==> src/rtl/mem_mover_pkg.sv <==
// Shared state encoding and default sizing for the data-memory block mover.
// No logic; imported by the mover top and its index counter.
package mem_mover_pkg;

   localparam int DEF_AW  = 5;
   localparam int DEF_N   = 32;
   localparam int MAX_LEN = 2 ** DEF_AW;

   typedef enum logic [1:0] {
      IDLE  = 2'd0,
      READ  = 2'd1,
      WRITE = 2'd2,
      DONE  = 2'd3
   } mm_state_t;

endpackage

==> src/rtl/mem_mover_counter.sv <==
// Word index for the block mover: cleared and armed with the run length on load, steps on inc.
// Single-cycle update; tc is combinational and flags the last word of the run.
module mem_mover_counter
   import mem_mover_pkg::*;
#(
   parameter int AW = DEF_AW
)
(
   input  logic          clk,
   input  logic          rst,
   input  logic          load,
   input  logic          inc,
   input  logic [AW:0]   len,
   output logic [AW-1:0] ofs,
   output logic          tc
);

   logic [AW:0] idx_q;
   logic [AW:0] len_q;

   always_ff @(posedge clk) begin
      if (rst) begin
         idx_q <= '0;
         len_q <= '0;
      end else if (load) begin
         idx_q <= '0;
         len_q <= len;
      end else if (inc) begin
         idx_q <= idx_q + (AW+1)'(1);
      end
   end

   // idx_q never exceeds len_q-1, so idx_q+1 cannot overflow AW+1 bits.
   assign tc  = ((idx_q + (AW+1)'(1)) == len_q);
   assign ofs = idx_q[AW-1:0];

endmodule

==> src/rtl/mem_block_mover.sv <==
// Block copy/fill engine owning the data-memory port while busy; copy costs 2 cycles/word, fill 1 cycle/word.
// No backpressure: Start is only honoured in IDLE; fill path built with MEM_MOVER_FILL_EN.
module mem_block_mover
   import mem_mover_pkg::*;
#(
   parameter int N  = DEF_N,
   parameter int AW = DEF_AW
)
(
   input  logic          Clock,
   input  logic          R,
   input  logic          Start,
   input  logic [AW-1:0] Src,
   input  logic [AW-1:0] Dst,
   input  logic [AW:0]   Len,
`ifdef MEM_MOVER_FILL_EN
   input  logic          Fill,
   input  logic [N-1:0]  FillData,
`endif
   input  logic [N-1:0]  MemReadData,
   output logic [AW-1:0] MemAddy,
   output logic          MemWriteEn,
   output logic [N-1:0]  MemWriteData,
   output logic          Busy,
   output logic          Done
);

   mm_state_t     state_q, state_d;
   logic [AW-1:0] src_q, dst_q;
   logic [N-1:0]  buf_q;
   logic [N-1:0]  wr_data;
   logic [AW-1:0] ofs;
   logic          tc;
   logic          cnt_load, cnt_inc, buf_cap;

`ifdef MEM_MOVER_FILL_EN
   logic          fill_q;
   logic [N-1:0]  filldata_q;
   assign wr_data = fill_q ? filldata_q : buf_q;
`else
   assign wr_data = buf_q;
`endif

   mem_mover_counter #(.AW(AW)) u_cnt (
      .clk  (Clock),
      .rst  (R),
      .load (cnt_load),
      .inc  (cnt_inc),
      .len  (Len),
      .ofs  (ofs),
      .tc   (tc)
   );

   always_ff @(posedge Clock) begin
      if (R) begin
         state_q    <= IDLE;
         src_q      <= '0;
         dst_q      <= '0;
         buf_q      <= '0;
`ifdef MEM_MOVER_FILL_EN
         fill_q     <= 1'b0;
         filldata_q <= '0;
`endif
      end else begin
         state_q <= state_d;
         if (cnt_load) begin
            src_q      <= Src;
            dst_q      <= Dst;
`ifdef MEM_MOVER_FILL_EN
            fill_q     <= Fill;
            filldata_q <= FillData;
`endif
         end
         if (buf_cap) begin
            buf_q <= MemReadData;
         end
      end
   end

   // Outputs decode straight from state so a reset lands every output at zero on the same edge.
   always_comb begin
      state_d      = state_q;
      MemAddy      = '0;
      MemWriteEn   = 1'b0;
      MemWriteData = '0;
      Busy         = 1'b0;
      Done         = 1'b0;
      cnt_load     = 1'b0;
      cnt_inc      = 1'b0;
      buf_cap      = 1'b0;
      unique case (state_q)
         IDLE: begin
            if (Start) begin
               cnt_load = 1'b1;
               if (Len == '0) begin
                  state_d = DONE;
`ifdef MEM_MOVER_FILL_EN
               end else if (Fill) begin
                  state_d = WRITE;
`endif
               end else begin
                  state_d = READ;
               end
            end
         end
         READ: begin
            MemAddy = src_q + ofs;
            Busy    = 1'b1;
            buf_cap = 1'b1;
            state_d = WRITE;
         end
         WRITE: begin
            MemAddy      = dst_q + ofs;
            MemWriteEn   = 1'b1;
            MemWriteData = wr_data;
            Busy         = 1'b1;
            cnt_inc      = 1'b1;
            if (tc) begin
               state_d = DONE;
`ifdef MEM_MOVER_FILL_EN
            end else if (fill_q) begin
               state_d = WRITE;
`endif
            end else begin
               state_d = READ;
            end
         end
         DONE: begin
            Done    = 1'b1;
            state_d = IDLE;
         end
         default: state_d = IDLE;
      endcase
   end

endmodule

==> config.mk <==
export PLATFORM = sky130hd
export DESIGN_NAME = mem_block_mover
export DESIGN_NICKNAME = d
export VERILOG_FILES = /design/src/rtl/mem_mover_pkg.sv /design/src/rtl/mem_mover_counter.sv /design/src/rtl/mem_block_mover.sv
export SDC_FILE = /design/constraint.sdc
export NUM_CORES = 1
export LEC_CHECK = 0
export ABC_AREA = 1
export CAP_MARGIN = 20
export CORE_ASPECT_RATIO = 0.75
export CORE_MARGIN = 2
export CORE_UTILIZATION = 56
export CTS_CLUSTER_DIAMETER = 30
export DETAILED_ROUTE_END_ITERATION = 8
export DONT_BUFFER_PORTS = 1
export HOLD_SLACK_MARGIN = 0.15
export PLACE_DENSITY = 0.76
export RECOVER_POWER = 100
export REMOVE_ABC_BUFFERS = 1
export SLEW_MARGIN = 5
export SYNTH_ARGS = -nofsm -noshare
export SYNTH_HDL_FRONTEND = slang
export SYNTH_SLANG_ARGS = --single-unit
==> constraint.sdc <==
create_clock -name Clock -period 2.55 [get_ports Clock]
set_input_delay 0.3825 -clock Clock [delete_from_list [all_inputs] [get_ports Clock]]
set_output_delay 0.3825 -clock Clock [all_outputs]
set_load 0.03 [all_outputs]
==> impl.org <==
** Outcome
- Status :: complete, but fails checks
- The checks that failed: setup timing.

** Clocking
- TritonCTS built the clock tree.
- Clock network latency to the later pin of the worst-skew pair :: 320 ps
- Sink count of the clock tree :: 56
- In this run the deepest clock path goes through 2 buffers.
- The H-tree generated during clock tree synthesis spans 2 levels.
- Buffer type at the clock tree root :: clkbuf_8
- Hold-fix buffer count after cts :: 0
- Clk slew on worst S/H paths :: 110 ps
- CTS buffer count :: 5

** Global route
- Maximum number of pins on one net before global-route repair :: 38
- Global routing consumed, over all layers together, 24.4% of the routing resources.
- Wire length of the first global-routing pass :: 10700 um
- The initial antenna violation count came to 0.
- Vias in the first global route :: 2387
- Residual overflow from global routing :: 0

** Synth
- Cell with the most instances after synthesis :: nor2_1
- Async S/R FF share, synth :: 0%
- Synthesis produced a netlist whose cell count is 418.
- Most used flip-flop cell after synthesis :: dfxtp_1
- In this run, synthesis inferred 0 flip-flops with an integrated enable.
- Synthesized area per cell :: 6.55 um2
- Count of cell types in the netlist :: 23
- Post-Syn Area :: 0.00274 mm2
- Leading post-synthesis cells by instance count :: nor2_1, nand2_1, inv_1
- For this run, the register share of the synthesized area comes to 41.0%.
- Synthesis inferred 56 register bits.
- For this run, the number of Yosys warnings is 0.
- Area share of the leading cell type in the synthesized netlist :: 41.0%
- By area the synthesized netlist is led by dfxtp_1, nor2_1, o21ai_0.
- Library cell with the largest summed area after synthesis :: dfxtp_1

** Floorplan
- Chip width :: 84.7 um
- Core region area :: 0.00457 mm2
- Effective utilization at floorplan :: 59.9%
- # rows :: 21
- The floorplan step defined a die boundary enclosing 0.00547 mm2.
- Die extent in y :: 64.5 um
- 91 I/O pins were placed.

** Timing
- Relative slew slack :: 59.0%
- For the pin with the worst max-slew slack, the measured transition is 614 ps.
- Final worst slack :: -111 ps
- Sum of negative setup slack :: -217 ps
- Final period util :: 104%
- Maximum clock frequency :: 376 MHz
- Final setup fails :: 3
- Worst Skew :: 11.5 ps
- Final hold violations :: 0
- The max-slew violation count was 0.
- RSZ-0062 raised after global routing :: true
- For the finished layout, the period the worst path requires is 2660 ps.

** Worst setup path
- STA puts the critical path data arrival time at 2280 ps.
- Type of element capturing the critical path :: output pin
- For the worst flop-to-flop path, the logic depth is 12.
- Data on the critical path is required at its endpoint by 2170 ps.
- Element type at the critical path start :: flop
- Along the worst path, the maximum fanout reaches 7.
- Destination of the worst register-to-register timing path :: state_q[1]
- The worst setup path is of the reg -> out kind.
- In this run the critical register-to-register path is launched from state_q[0].
- R2r setup slk :: 660 ps

** Power
- Worst-case vdd ir drop :: 0.511 mV
- Summed over all cells, the static leakage comes to 1.60 nW.
- Overall power consumption after layout is estimated at 2.31 mW.
- Dividing total power by cell area gives a power density of 753 mW/mm2.

** Routing
- Final routed DRC violation total :: 0
- Final wirelength :: 6560 um
- Post-DR vias/cell :: 5.27
- Iter 0 DRT Violations :: 159
- The pre-antenna-repair detailed-routing pass consisted of 4 iterations.
- Number of routed nets with antenna violations :: 0
- Detail-routed net length per standard cell :: 13.6 um
- Vias after detailed routing :: 2543

** Hold path
- The worst hold path passes through 2 cells.
- The worst hold path belongs to the class in -> reg.
- Hold wc startpoint :: MemReadData[28]
- Endpoint with the worst hold slack :: buf_q[28]

** Finish
- The post-route netlist has 11.0% of its cells at a drive strength greater than 1.
- From synthesis to final layout, the design area changed by 12.2%.
- Final core area utilization :: 67.2%
- Final nets :: 487
- Final Non-Filler Cells :: 483
- Ant diodes :: 0

** Place
- At the end of routability-driven placement, the weighted congestion stood at 0.829.
- Half-perimeter wire length after detailed placement :: 4310 um
- In this run the tool buffered the top-level ports with 0 buffer cells.
- Before CTS, the worst setup slack after placement is 103 ps.
- Including well taps, the total number of placed cells is 469.

** Run
- Number of maximum-capacitance constraint violations :: 0
[cell type report]
| class | count | area (um2) |
|---|---|---|
| Inverter | 66 | 250 |
| Clock inverter | 3 | 25.0 |
| Clock buffer | 5 | 68.8 |
| Timing Repair Buffer | 19 | 154 |
| Tap cell | 57 | 71.3 |
| Sequential cell | 56 | 1130 |
| Multi-Input combinational cell | 277 | 1380 |
| Fill cell | 404 | 1500 |
[through the flow]
step | cell area, um2 | hold slack [ps]
6_report | 3070 | 190
2_1_floorplan | 2660 | 426
3_3_place_gp | 2830 | 454
4_1_cts | 2990 | 189
3_5_place_dp | 2830 | 455
5_1_grt | 3070 | 179
[registers in the layout, summed over array words and instances (netlist names)]
signal,count
u_cnt.idx_q,6
state_q,2
src_q,5
buf_q,32
u_cnt.len_q,6
dst_q,5
[worst max-delay path by stage]
stage	endpoint	cells past startpoint	start	slack [ps]
global route	MemAddy[4]	14	state_q[0]	-220
global placement	MemAddy[4]	15	state_q[0]	170
detailed placement	MemAddy[4]	15	state_q[0]	100
floorplan	MemAddy[4]	14	state_q[0]	-1020
finish	MemAddy[3]	11	state_q[0]	-110
CTS	MemAddy[3]	12	state_q[0]	-90
[logic make-up (layout without fill, tap and decap cells)]
| family | count (synthesis) | after routing | share of synthesized area (%) |
|---|---|---|---|
| adders and majority gates | 11 | 11 | 5.30 |
| and+or+nand+nor | 185 | 185 | 26.5 |
| buffers and inverters | 85 | 93 | 11.8 |
| xor gates and xnor gates | 3 | 3 | 0.960 |
| AOI/OAI and AO/OA | 78 | 78 | 14.5 |
| DFF | 56 | 56 | 41.0 |
[cells in the final DEF (no fill, tap or decap), types with 5 or more instances in the layout]
master,instances
nor2_1,94
nand2_1,71
inv_1,61
o21ai_0,54
dfxtp_1,54
a21oi_1,16
buf_4,16
nand3_1,10
ha_1,7
clkbuf_8,5
[critical path: stages (launching register included)]
cell      delay (ps)
dfxtp_2          350
inv_2             50
ha_4             190
buf_6            140
o21ai_4          150
ha_4             220
nand2_1           90
nor2_2            70
a211oi_4         260
o21ai_2          110
a21oi_1          160
buf_4            180
[timing repair]
action	CTS	global route
resized for setup	12	18
buffers inserted	5	1
setup endpoints to repair	4	3
endpoints found under the hold margin	0	0
pin swaps	6	1
cloned	0	0
[where the power goes]
| part | switching, mW | internal (mW) | total (mW) |
|---|---|---|---|
| Clock | 0.312 | 0.201 | 0.513 |
| Combinational | 0.474 | 0.224 | 0.698 |
| Sequential | 0.0798 | 1.02 | 1.10 |
| Total | 0.865 | 1.45 | 2.31 |
[per-layer routing]
layer,global-route usage (%),up-vias,routed length (um)
li1,-,1297,-
met1,31.0,1154,2970
met2,40.9,86,3090
met3,6.50,6,424
met4,7.54,0,71
met5,0,-,0
No activity file was read; power rests on OpenSTA's default activity.
==> patch: new RTL, config.mk and constraints unchanged <==
Re-encode `mm_state_t` (4 states) as Gray code, 2 bits wide.
--- a/src/rtl/mem_mover_pkg.sv
+++ b/src/rtl/mem_mover_pkg.sv
@@ -7,10 +7,10 @@
    localparam int MAX_LEN = 2 ** DEF_AW;
 
    typedef enum logic [1:0] {
-      IDLE  = 2'd0,
-      READ  = 2'd1,
-      WRITE = 2'd2,
-      DONE  = 2'd3
+      IDLE  = 2'b00,
+      READ  = 2'b01,
+      WRITE = 2'b11,
+      DONE  = 2'b10
    } mm_state_t;
 
 endpackage
Formal check against the unedited RTL: no difference found for any inputs over 10 cycles, from zero or initial values; not proved beyond that.
==> patch against the original RTL <==
  * Sequential cell count is the same
  * Largest cell class unchanged
  * Final area grew 0.61%
  * Wire length shrank 5.2%
  * Area after synthesis shrank 2.9%
  * Worst setup slack gained 0.15 ns
  * Global-route usage shrank 1.1 points
  * Clock skew grew 0.00056 ns
Power is not compared: it rests on default switching activity, and its combinational part moved more than twofold at a synthesized area within 25%.
==> patch: results (changes against the original RTL) <==
post-layout instance count excluding filler cells=485 (was 483); Mean Syn Cell Area=6.742 um^2 (was 6.546 um^2); top fanout value on the critical path=8 (was 7); First DRT Iteration DRCs=129 (was 159); number of global-route vias before repair=2308 (was 2387); Peak supply drop=approximately 0.00044 V; biggest cell delay along the critical path=0.39 ns (was 0.35 ns); Placement Setup Slack=0.06146 ns (was 0.1030 ns); achievable frequency=399.0 MHz (was 375.9 MHz); beginning of the worst hold path=Dst[2] (was MemReadData[28]); adder-cell share of the synthesized area=0.03109 (was 0.05304); Compound-Gate Fraction of Synth Area=0.2153 (was 0.1454); fraction of final layout cells with drive strength greater than 1=0.1355 (was 0.1103); WHS Endpoint=dst_q[2]$_SDFFE_PP0P_ (was buf_q[28]$_SDFFE_PP0P_); skew final=0.01207 ns (was 0.01151 ns); met3 layer usage reported by global route=0.06291 (was 0.06497); post-placement cell area=2972 um^2 (was 2834 um^2); placed cell count=474 (was 469); GRT Overall Usage=0.2330 (was 0.2444); slew at the pin closest to its max-slew limit=0.9357 ns (was 0.6143 ns); synth top area cells=dfxtp_1 42%, a21oi_1 9.4%, nor2_1 9.2% (was dfxtp_1 41%, nor2_1 13%, o21ai_0 11%); number of buffers created by CTS=5 (unchanged); Seq/Total Area, Yosys=0.4220 (was 0.4097); Yosys cell types=25 (was 23); FF-to-FF setup slack=0.36 ns (was 0.66 ns); Post-CTS Setup Repair Bufs=2 (was 5); async set-or-reset flop fraction in the synthesized netlist=0 (unchanged); via density per instance=5.167 (was 5.265); DP Wirelength=4521 um (was 4306 um); result of the run=complete, no violations (was complete, but fails checks); clock latency reported for the late side of the worst-skew pair=0.31 ns; parity-gate share of the synthesized area counting xor and xnor cells=0.003297 (was 0.009602); M2 GR Usage=0.3992 (was 0.4094); leakage power figure=1.334 nW; global-route wire length before repair=10180 um (was 10730 um); routed wire length per instance=12.82 um (was 13.59 um); fill count=397 (was 404); cell internal pwr=about 1.3 mW; worst hold slack=0.2452 ns (was 0.1897 ns); largest net degree at the start of global routing=37 (was 38); quantity of gates resized following cts=9 (was 12); R2R Path End=buf_q[0]$_SDFFE_PP0P_ (was state_q[1]$_SDFFE_PP0P_); mux contribution to synthesized area=0 (unchanged); commonest cells in the synthesized netlist=65 x nor2_1, 60 x inv_1, 56 x dfxtp_1 (was 95 x nor2_1, 74 x nand2_1, 65 x inv_1); detailed-routing iteration count for the pre-antenna-repair pass=5 (was 4); worst endpoint data arrival time=2.12 ns (was 2.28 ns); Worst Setup EP=MemAddy[4] (was MemAddy[3]); routing usage on met1=0.2943 (was 0.3102); FF-to-FF path depth=7 (was 12); number of nets at the end of the flow=484 (was 487); master of the slowest instance on the critical path=dfxtp_4 (was dfxtp_2); PortBufs=0 (unchanged); weighted congestion reported at the end of routability-driven placement=0.9185 (was 0.8291)
==> patch: per-layer routing <==
layer | wire length, um | vias to the layer above
met5 | 0 | -
met4 | 37 | 0
met3 | 440 | 5
met2 | 2911 | 65
met1 | 2829 | 1128
li1 | - | 1308
==> patch: kinds of logic (layout without fill, tap and decap cells) <==
group                      after synthesis  in the layout
xor gates and xnor gates                 1              1
AOI/OAI and AO/OA                      111            111
adders and majority gates                6              6
buffers and inverters                   87            121
and+or+nand+nor                        133            133
DFF                                     56             56
==> patch: area by class of cell <==
class	count	area, um^2	area share
tap	57	71.32	0.02309
multi-input combinational	251	1235	0.3998
sequential	56	1129	0.3653
inverter	65	246.5	0.07979
clock buffer	5	68.82	0.02228
clock inverter	3	22.52	0.007290
timing repair buffer	48	316.6	0.1025
==> patch: critical path: cells and delay by family (launching register included) <==
family	cells	cell delay, ns
AOI/OAI and AO/OA	3	0.21
and+or+nand+nor	5	0.37
DFF	1	0.39
adders and majority gates	2	0.48
buffers and inverters	4	0.35
